<file path="config.mk">
export PLATFORM = sky130hd
export DESIGN_NAME = norflash_arbiter
export DESIGN_NICKNAME = d
export VERILOG_FILES = /design/src/rtl/norflash_arbiter.sv
export SDC_FILE = /design/constraint.sdc
export NUM_CORES = 1
export LEC_CHECK = 0
export BUFFER_PORTS_ARGS = -buffer_cell sky130_fd_sc_hd__buf_2
export CORE_AREA = 8 8 103 105
export CTS_BUF_LIST = sky130_fd_sc_hd__clkbuf_8
export DETAILED_ROUTE_END_ITERATION = 10
export DIE_AREA = 0 0 111 113
export GPL_ROUTABILITY_DRIVEN = 0
export GPL_TIMING_DRIVEN = 0
export PLACE_DENSITY = 0.75
export SKIP_CTS_REPAIR_TIMING = 1
export SYNTH_ARGS = -nofsm -noshare
export SYNTH_HDL_FRONTEND = slang
export SYNTH_SLANG_ARGS = --single-unit
</file>
<file path="constraint.sdc">
create_clock -name sys_clk -period 2.8 [get_ports sys_clk]
set_clock_uncertainty 0.2 [all_clocks]
set_input_delay 0.7 -clock sys_clk [delete_from_list [all_inputs] [get_ports sys_clk]]
set_output_delay 0.7 -clock sys_clk [all_outputs]
set_load 0.02 [all_outputs]
</file>
<file path="src/rtl/norflash_arbiter.sv">
// norflash_arbiter: round-robin arbiter sharing one norflash_ctrl port between two requesters,
// with reserved-command rejection and a watchdog timeout on the controller handshake.
module norflash_arbiter #(
    parameter int ASIZE   = 22,
    parameter int DSIZE   = 8,
    parameter int TO_W    = 26,
    parameter int TIMEOUT = 50000000
) (
    input  logic             sys_clk,
    input  logic             sys_rst,
    input  logic             req0_i,
    input  logic             req1_i,
    input  logic [2:0]       cmd0_i,
    input  logic [2:0]       cmd1_i,
    input  logic [ASIZE-1:0] addr0_i,
    input  logic [ASIZE-1:0] addr1_i,
    input  logic [DSIZE-1:0] wdata0_i,
    input  logic [DSIZE-1:0] wdata1_i,
    output logic             ack0_o,
    output logic             ack1_o,
    output logic             err0_o,
    output logic             err1_o,
    output logic [DSIZE-1:0] rdata0_o,
    output logic [DSIZE-1:0] rdata1_o,
    output logic             flash_req_o,
    output logic [2:0]       sys_cmd_o,
    output logic [ASIZE-1:0] sys_rd_addr_o,
    output logic [ASIZE-1:0] sys_wr_addr_o,
    output logic [DSIZE-1:0] sys_wr_data_o,
    input  logic             flash_ack_i,
    input  logic [DSIZE-1:0] sys_data_i,
    output logic             busy_o,
    output logic             grant_o
);
    typedef enum logic [2:0] {S_IDLE, S_REQ, S_WAIT, S_DONE, S_REJECT} state_t;

    localparam logic [TO_W-1:0] LP_LIMIT = TO_W'(TIMEOUT > 0 ? TIMEOUT - 1 : 0);

    state_t           r_state, w_next;
    logic             r_last, r_grant, r_err;
    logic [TO_W-1:0]  r_cnt;
    logic [2:0]       r_cmd;
    logic [ASIZE-1:0] r_addr;
    logic [DSIZE-1:0] r_wdata, r_rdata0, r_rdata1;
    logic             w_any, w_win, w_rsv, w_expire, w_fin;
    logic [2:0]       w_cmd;

    assign w_any    = req0_i | req1_i;
    // on a tie the requester that did not win last time goes first
    assign w_win    = (req0_i & req1_i) ? ~r_last : req1_i;
    assign w_cmd    = w_win ? cmd1_i : cmd0_i;
    assign w_rsv    = (w_cmd == 3'd0) || (w_cmd > 3'd4);
    assign w_expire = (TIMEOUT != 0) && (r_cnt == LP_LIMIT);

    always_ff @(posedge sys_clk) begin
        if (sys_rst) r_state <= S_IDLE;
        else         r_state <= w_next;
    end

    always_comb begin
        w_next = r_state;
        case (r_state)
            S_IDLE:   w_next = w_any ? (w_rsv ? S_REJECT : S_REQ) : S_IDLE;
            S_REQ:    w_next = S_WAIT;
            S_WAIT:   w_next = (flash_ack_i || w_expire) ? S_DONE : S_WAIT;
            default:  w_next = S_IDLE;
        endcase
    end

    always_ff @(posedge sys_clk) begin
        if (sys_rst) begin
            r_last   <= 1'b1;
            r_grant  <= 1'b0;
            r_err    <= 1'b0;
            r_cnt    <= '0;
            r_cmd    <= '0;
            r_addr   <= '0;
            r_wdata  <= '0;
            r_rdata0 <= '0;
            r_rdata1 <= '0;
        end else begin
            if (r_state == S_IDLE && w_any) begin
                r_grant <= w_win;
                r_last  <= w_win;
                r_cmd   <= w_cmd;
                r_addr  <= w_win ? addr1_i : addr0_i;
                r_wdata <= w_win ? wdata1_i : wdata0_i;
                r_err   <= 1'b0;
            end
            if (r_state == S_REQ) r_cnt <= '0;
            if (r_state == S_WAIT) begin
                r_cnt <= r_cnt + TO_W'(1);
                // an ack arriving on the expiry cycle still counts as success
                if (flash_ack_i) begin
                    r_err <= 1'b0;
                    if (r_cmd == 3'd1 && !r_grant) r_rdata0 <= sys_data_i;
                    if (r_cmd == 3'd1 &&  r_grant) r_rdata1 <= sys_data_i;
                end else if (w_expire) begin
                    r_err <= 1'b1;
                end
            end
        end
    end

    always_comb begin
        w_fin       = (r_state == S_DONE) || (r_state == S_REJECT);
        flash_req_o = (r_state == S_REQ) || (r_state == S_WAIT);
        busy_o      = r_state != S_IDLE;
        ack0_o      = w_fin & ~r_grant;
        ack1_o      = w_fin & r_grant;
        err0_o      = ack0_o & ((r_state == S_REJECT) | r_err);
        err1_o      = ack1_o & ((r_state == S_REJECT) | r_err);
    end

    assign grant_o       = r_grant;
    assign sys_cmd_o     = r_cmd;
    assign sys_rd_addr_o = r_addr;
    assign sys_wr_addr_o = r_addr;
    assign sys_wr_data_o = r_wdata;
    assign rdata0_o      = r_rdata0;
    assign rdata1_o      = r_rdata1;
endmodule

</file>
Yosys cells after proc, flatten, opt, wreduce, memory -nomap -nowiden:

Cells that the tools add are included.

* word-level logic and storage cells: 55
* register bits: 81
* input bits: 79

* order comparisons: 1
* reduce and logical (&&, ||, !) cells: 14
* add/subtract/negate cells: 1
* equality and inequality tests: 6
* bitwise operators: 9
* muxes and demuxes: 14

Operator list (number)
* 26-bit 2-to-1 mux: 2
* 26-bit by 1-bit adder with 26-bit output, second input constant: 1
* 26-bit == test, second input constant: 1
* 22-bit 2-to-1 mux: 1
* 3-bit 2-to-1 mux: 3
* 3-bit one-hot mux with 3 select lines: 1
* 8-bit 2-to-1 mux: 1
* 3-bit by 1-bit == test with 1-bit output, second input constant: 2
* 3-bit by 2-bit == test with 1-bit output, second input constant: 2
* 3-bit logical NOT: 2
* 1-bit 2-to-1 mux: 6
* 3-bit AND reduction: 2
* 1-bit AND: 5
* 1-bit logical OR: 4
* 3-bit == test, second input constant: 1
* 3-bit > comparator, second input constant: 1
* 1-bit logical AND: 3
* 3-bit nonzero test: 1
* 1-bit NOT: 2
* 1-bit OR: 2
* 2-bit nonzero test: 1
* 1-bit logical NOT: 1

Depth between registers and ports, before layout:

* depth in word-level cells: 8
* gate-level depth with buffers: 6

Worst setup path before layout:

Ideal clock, no wire load.

* path kind: register to output
* start point: register r_state[1]
* end point: output port flash_req_o
* arrival time: 1.140 ns
* path buffers: 2
* data required time: 1.900 ns
* setup slack: 0.760 ns
* stages on the path, launching flop included: 6
* cell sequence: dfxtp_1 buf_6 xor2_1 nand2_1 clkbuf_1 inv_1

* longest elaborated chain between the ends: 2

RTL lines
* start, declared: line 39 `state_t r_state, w_next;`
* start signal, assigned: line 57 `else r_state <= w_next;`
* 3-bit by 1-bit == test with 1-bit output / 3-bit by 2-bit == test with 1-bit output (equally long branches): line 107 `flash_req_o = (r_state == S_REQ) || (r_state == S_WAIT);`
* 1-bit logical OR (*): line 107
* end, declared: line 25 `output logic flash_req_o,`

Every way passes the cells marked *; elsewhere a longest branch is shown, timed or not.

Worst setup path in the final report:

* start point: register r_state[2]
* end point: output port err0_o

* longest elaborated chain between the ends: 4

RTL lines
* 3-bit by 2-bit == test with 1-bit output / 3-bit == test (equally long branches): line 106, 111
* 1-bit logical OR: line 106 `w_fin = (r_state == S_DONE) || (r_state == S_REJECT);`
* 1-bit AND: line 109 `ack0_o = w_fin & ~r_grant;`
* 1-bit AND (*): line 111 `err0_o = ack0_o & ((r_state == S_REJECT) | r_err);`
* end, declared: line 21 `output logic err0_o,`

Marks and branches as above.

==> impl_metrics.yaml <==
place:
  postPlaceCellArea_um2: 5000
  pre_cts_ws_ns: 0.390
  placed_cells: 717
  port_buffers: 155
  hpwlAfterDp_um: 9670
setup_path:
  cp_top_family: "flip-flops"
  critical_path_arrival_ns: 1.72
  cp-end-kind: "output port"
  cp_max_fo: 10
  path_class: "flop to output port"
  cp_num_buf_inv: 2
  path_cells: "buf_6 -> and2b_2 -> a32oi_1 -> nor2_1 -> buf_2"
  crit_path_top_delay_cell: "dfxtp_1"
  max_stage_delay_ns: 0.41
  crit_required_ns: 1.90
  crit_cells: 5
  cp-start-kind: "flop"
  rr_worst_depth: 6
yosys:
  synth_area_um2: 4090
  ys_seq_elements: 81
  seq_area_frac_synth_pct: 39.7
  synth_edf_count: 0
  syn_inst: 451
  yosysTopAreaCellShare_pct: 39.7
  synth_top_area_cell: "dfxtp_1"
  ys_warn_count: 0
  ys_async_sr_fraction_pct: 0
  synth_area_leaders: "dfxtp_1, mux2i_1, a211oi_1"
  syn-num-nets: 531
  synth.distinct_cells: 58
  ys.flop_type: "dfxtp_1"
  syn_area_per_cell_um2: 9.06
die:
  fp.coreArea_um2: 8980
  die_h_um: 113
  ioPinCount: 157
  die_x_um: 111
  start_util_pct: 45.5
  dieArea_um2: 12500
  row_count: 35
pwr:
  swShare_pct: 34.6
  p_sw_w: 0.00115
  peakVddDrop_mv: 0.383
  pwr-share-clk_pct: 29.2
  p_seq_share_pct: 40.3
  power_density_nw_per_um2: 633
  power_leakage_nw: 2.49
  internal_power_w: 0.00216
  comb_power_share_pct: 30.5
finish:
  drive_above_1_share_pct: 36.9
  area_delta_synth_final_pct: 27.9
  seq_area_um2: 1620
  diodes: 0
  multi_input_area_um2: 2070
  layout.cells.non_filler: 732
  fin_nets: 696
  nFillCells: 777
  fin_util_pct: 58.2
  design_area_um2: 5220
timing:
  slew_violations: 0
  hold_viol_final: 0
  rsz0062_at_grt: "false"
  setup_viol: 0
  tightest_slew_ns: 0.679
  period_needed_ns: 2.62
  finalWorstSetupSlack_ns: 0.175
  maxSlewHeadroom_pct: 54.1
  clock.fmax_mhz: 381
  fin_crit_sh_pct: 93.7
global_routing:
  grt_use_total_pct: 19.1
  grt_pass1_wl_um: 20300
  grt_pass1_vias: 4209
  grt_max_degree: 16
  antenna_found_initial: 0
  grt_overflow: 0
detailed_routing:
  drtAntennaViolNets: 0
  firstDrtPassIters: 4
  drc: 0
  viasPerCell: 5.48
  num_vias: 4015
  wl_per_cell_um: 16.7
  wirelength_um: 12200
  drt_iter0_drc: 170
clock_network:
  cts.sinks: 81
  path_clk_slew_ns: 0.08
  clockBufferDepth: 2
  htreeDepth: 3
  cts_root_buf: "clkbuf_8"
  cts_tree: "done"
  cts_buffers: 9
  clk_latency_ns: 0.36
run_status:
  status: "completed"
run:
  max_cap_violations: 0
worst_hold_path:
  hp-class: "flop to flop"
  hold_depth: 2
==> cells in the mapped netlist (all sizes together) (2+ instances only) <==
master	n
a211o	2
a211oi	33
a21o	2
a21oi	13
a22oi	3
a31oi	7
a41o	2
a41oi	3
and2	2
and3	8
and4	6
buf	45
clkbuf	10
dfxtp	81
inv	5
mux2i	49
nand2	19
nand3	14
nand4	11
nor2	66
nor2b	2
nor3	8
nor3b	3
nor4	4
nor4b	2
o211a	2
o211ai	4
o21a	4
o21ai	11
o31ai	3
or3	2
or4	7
xnor2	2
xor2	2
==> cells in the final DEF (no fill, tap or decap), types with 3 or more instances in the layout <==
cell      instances
clkbuf_8         11
nand3_1          14
nor4_1            4
and4_1            5
o211ai_1          4
nor2_1           66
a41oi_1           3
dfxtp_1          81
a21oi_1          13
nand4_1          10
inv_1             5
nor3_1            7
clkbuf_1          7
a31oi_1           7
a211oi_1         33
o21ai_0          10
or4_1             7
o31ai_1           3
a22oi_1           3
o21a_1            4
nand2_1          17
buf_4            27
and3_1            8
buf_6             4
mux2i_1          49
buf_2           169
==> power by group through the flow <==
stage	Sequential [W]	Clock (W)	Combinational, W
finish	0.00133	0.000966	0.00101
global route	0.00135	0.00103	0.00109
CTS	0.00133	0.000979	0.00102
detailed placement	0.00136	0	0.00101
global placement	0.00136	0	0.000999
floorplan	0.00146	0	0.000561
==> through the flow <==
step / power (W) / hold WS (ns) / setup TNS (ns)
after floorplan: 0.00202 / 0.246 / 0
after global placement: 0.00235 / 0.261 / 0
after CTS: 0.00333 / 0.286 / -0.00255
final: 0.00331 / 0.291 / 0
after global routing: 0.00347 / 0.320 / 0
after detailed placement: 0.00237 / 0.273 / 0
==> layer usage <==
metal / vias up / wire [um] / GRT usage (%) / part of all wire, %
li1: 1965 / - / - / -
met1: 1899 / 5000 / 20.5 / 41
met2: 127 / 6180 / 34.4 / 50
met3: 24 / 805 / 6.24 / 6.6
met4: 0 / 264 / 6.58 / 2.2
met5: - / 0 / 0 / 0
==> sequential cells by signal, summed over array words and instances (netlist names) <==
signal         count
grant_o            1
r_cnt             26
r_err              1
r_last             1
r_state            3
rdata0_o           8
rdata1_o           8
sys_cmd_o          3
sys_rd_addr_o     22
sys_wr_data_o      8
==> path summary, 6_finish.rpt <==
kind | startpoint | endpoint | slack (ns)
setup / recovery | r_state[2] | err0_o | 0.18
hold / removal | r_cnt[23] | r_cnt[23] | 0.29
setup reg to reg | r_state[0] | sys_rd_addr_o[11] | 0.66
hold reg to reg | r_cnt[23] | r_cnt[23] | 0.29
==> kinds of logic (layout without fill, tap and decap cells) <==
| logic type | Yosys count | after routing | share of synthesized area [%] |
|---|---|---|---|
| xor gates and xnor gates | 4 | 4 | 0.858 |
| and+or+nand+nor | 160 | 160 | 20.8 |
| adders and majority gates | 1 | 1 | 0.306 |
| DFF | 81 | 81 | 39.7 |
| buffers and inverters | 60 | 230 | 9.65 |
| AOI/OAI and AO/OA | 96 | 96 | 16.7 |
| muxes | 49 | 49 | 12.0 |
==> layout make-up <==
class | instances | share of cell area (%)
Multi-Input combinational cell | 310 | 39.7
Tap cell | 111 | 2.66
Clock inverter | 7 | 1.94
Clock buffer | 9 | 2.37
Buffer | 54 | 7.11
Sequential cell | 81 | 31.0
Timing Repair Buffer | 155 | 14.9
Inverter | 5 | 0.359
==> worst reg2reg max path: stages, from the launching register on <==
cell and delay (ns):
dfxtp_1 0.32, buf_6 0.14, nor3_1 0.53, o21a_1 0.29, buf_4 0.19, buf_2 0.23, a211oi_1 0.11
No activity file was read; power rests on OpenSTA's default activity.
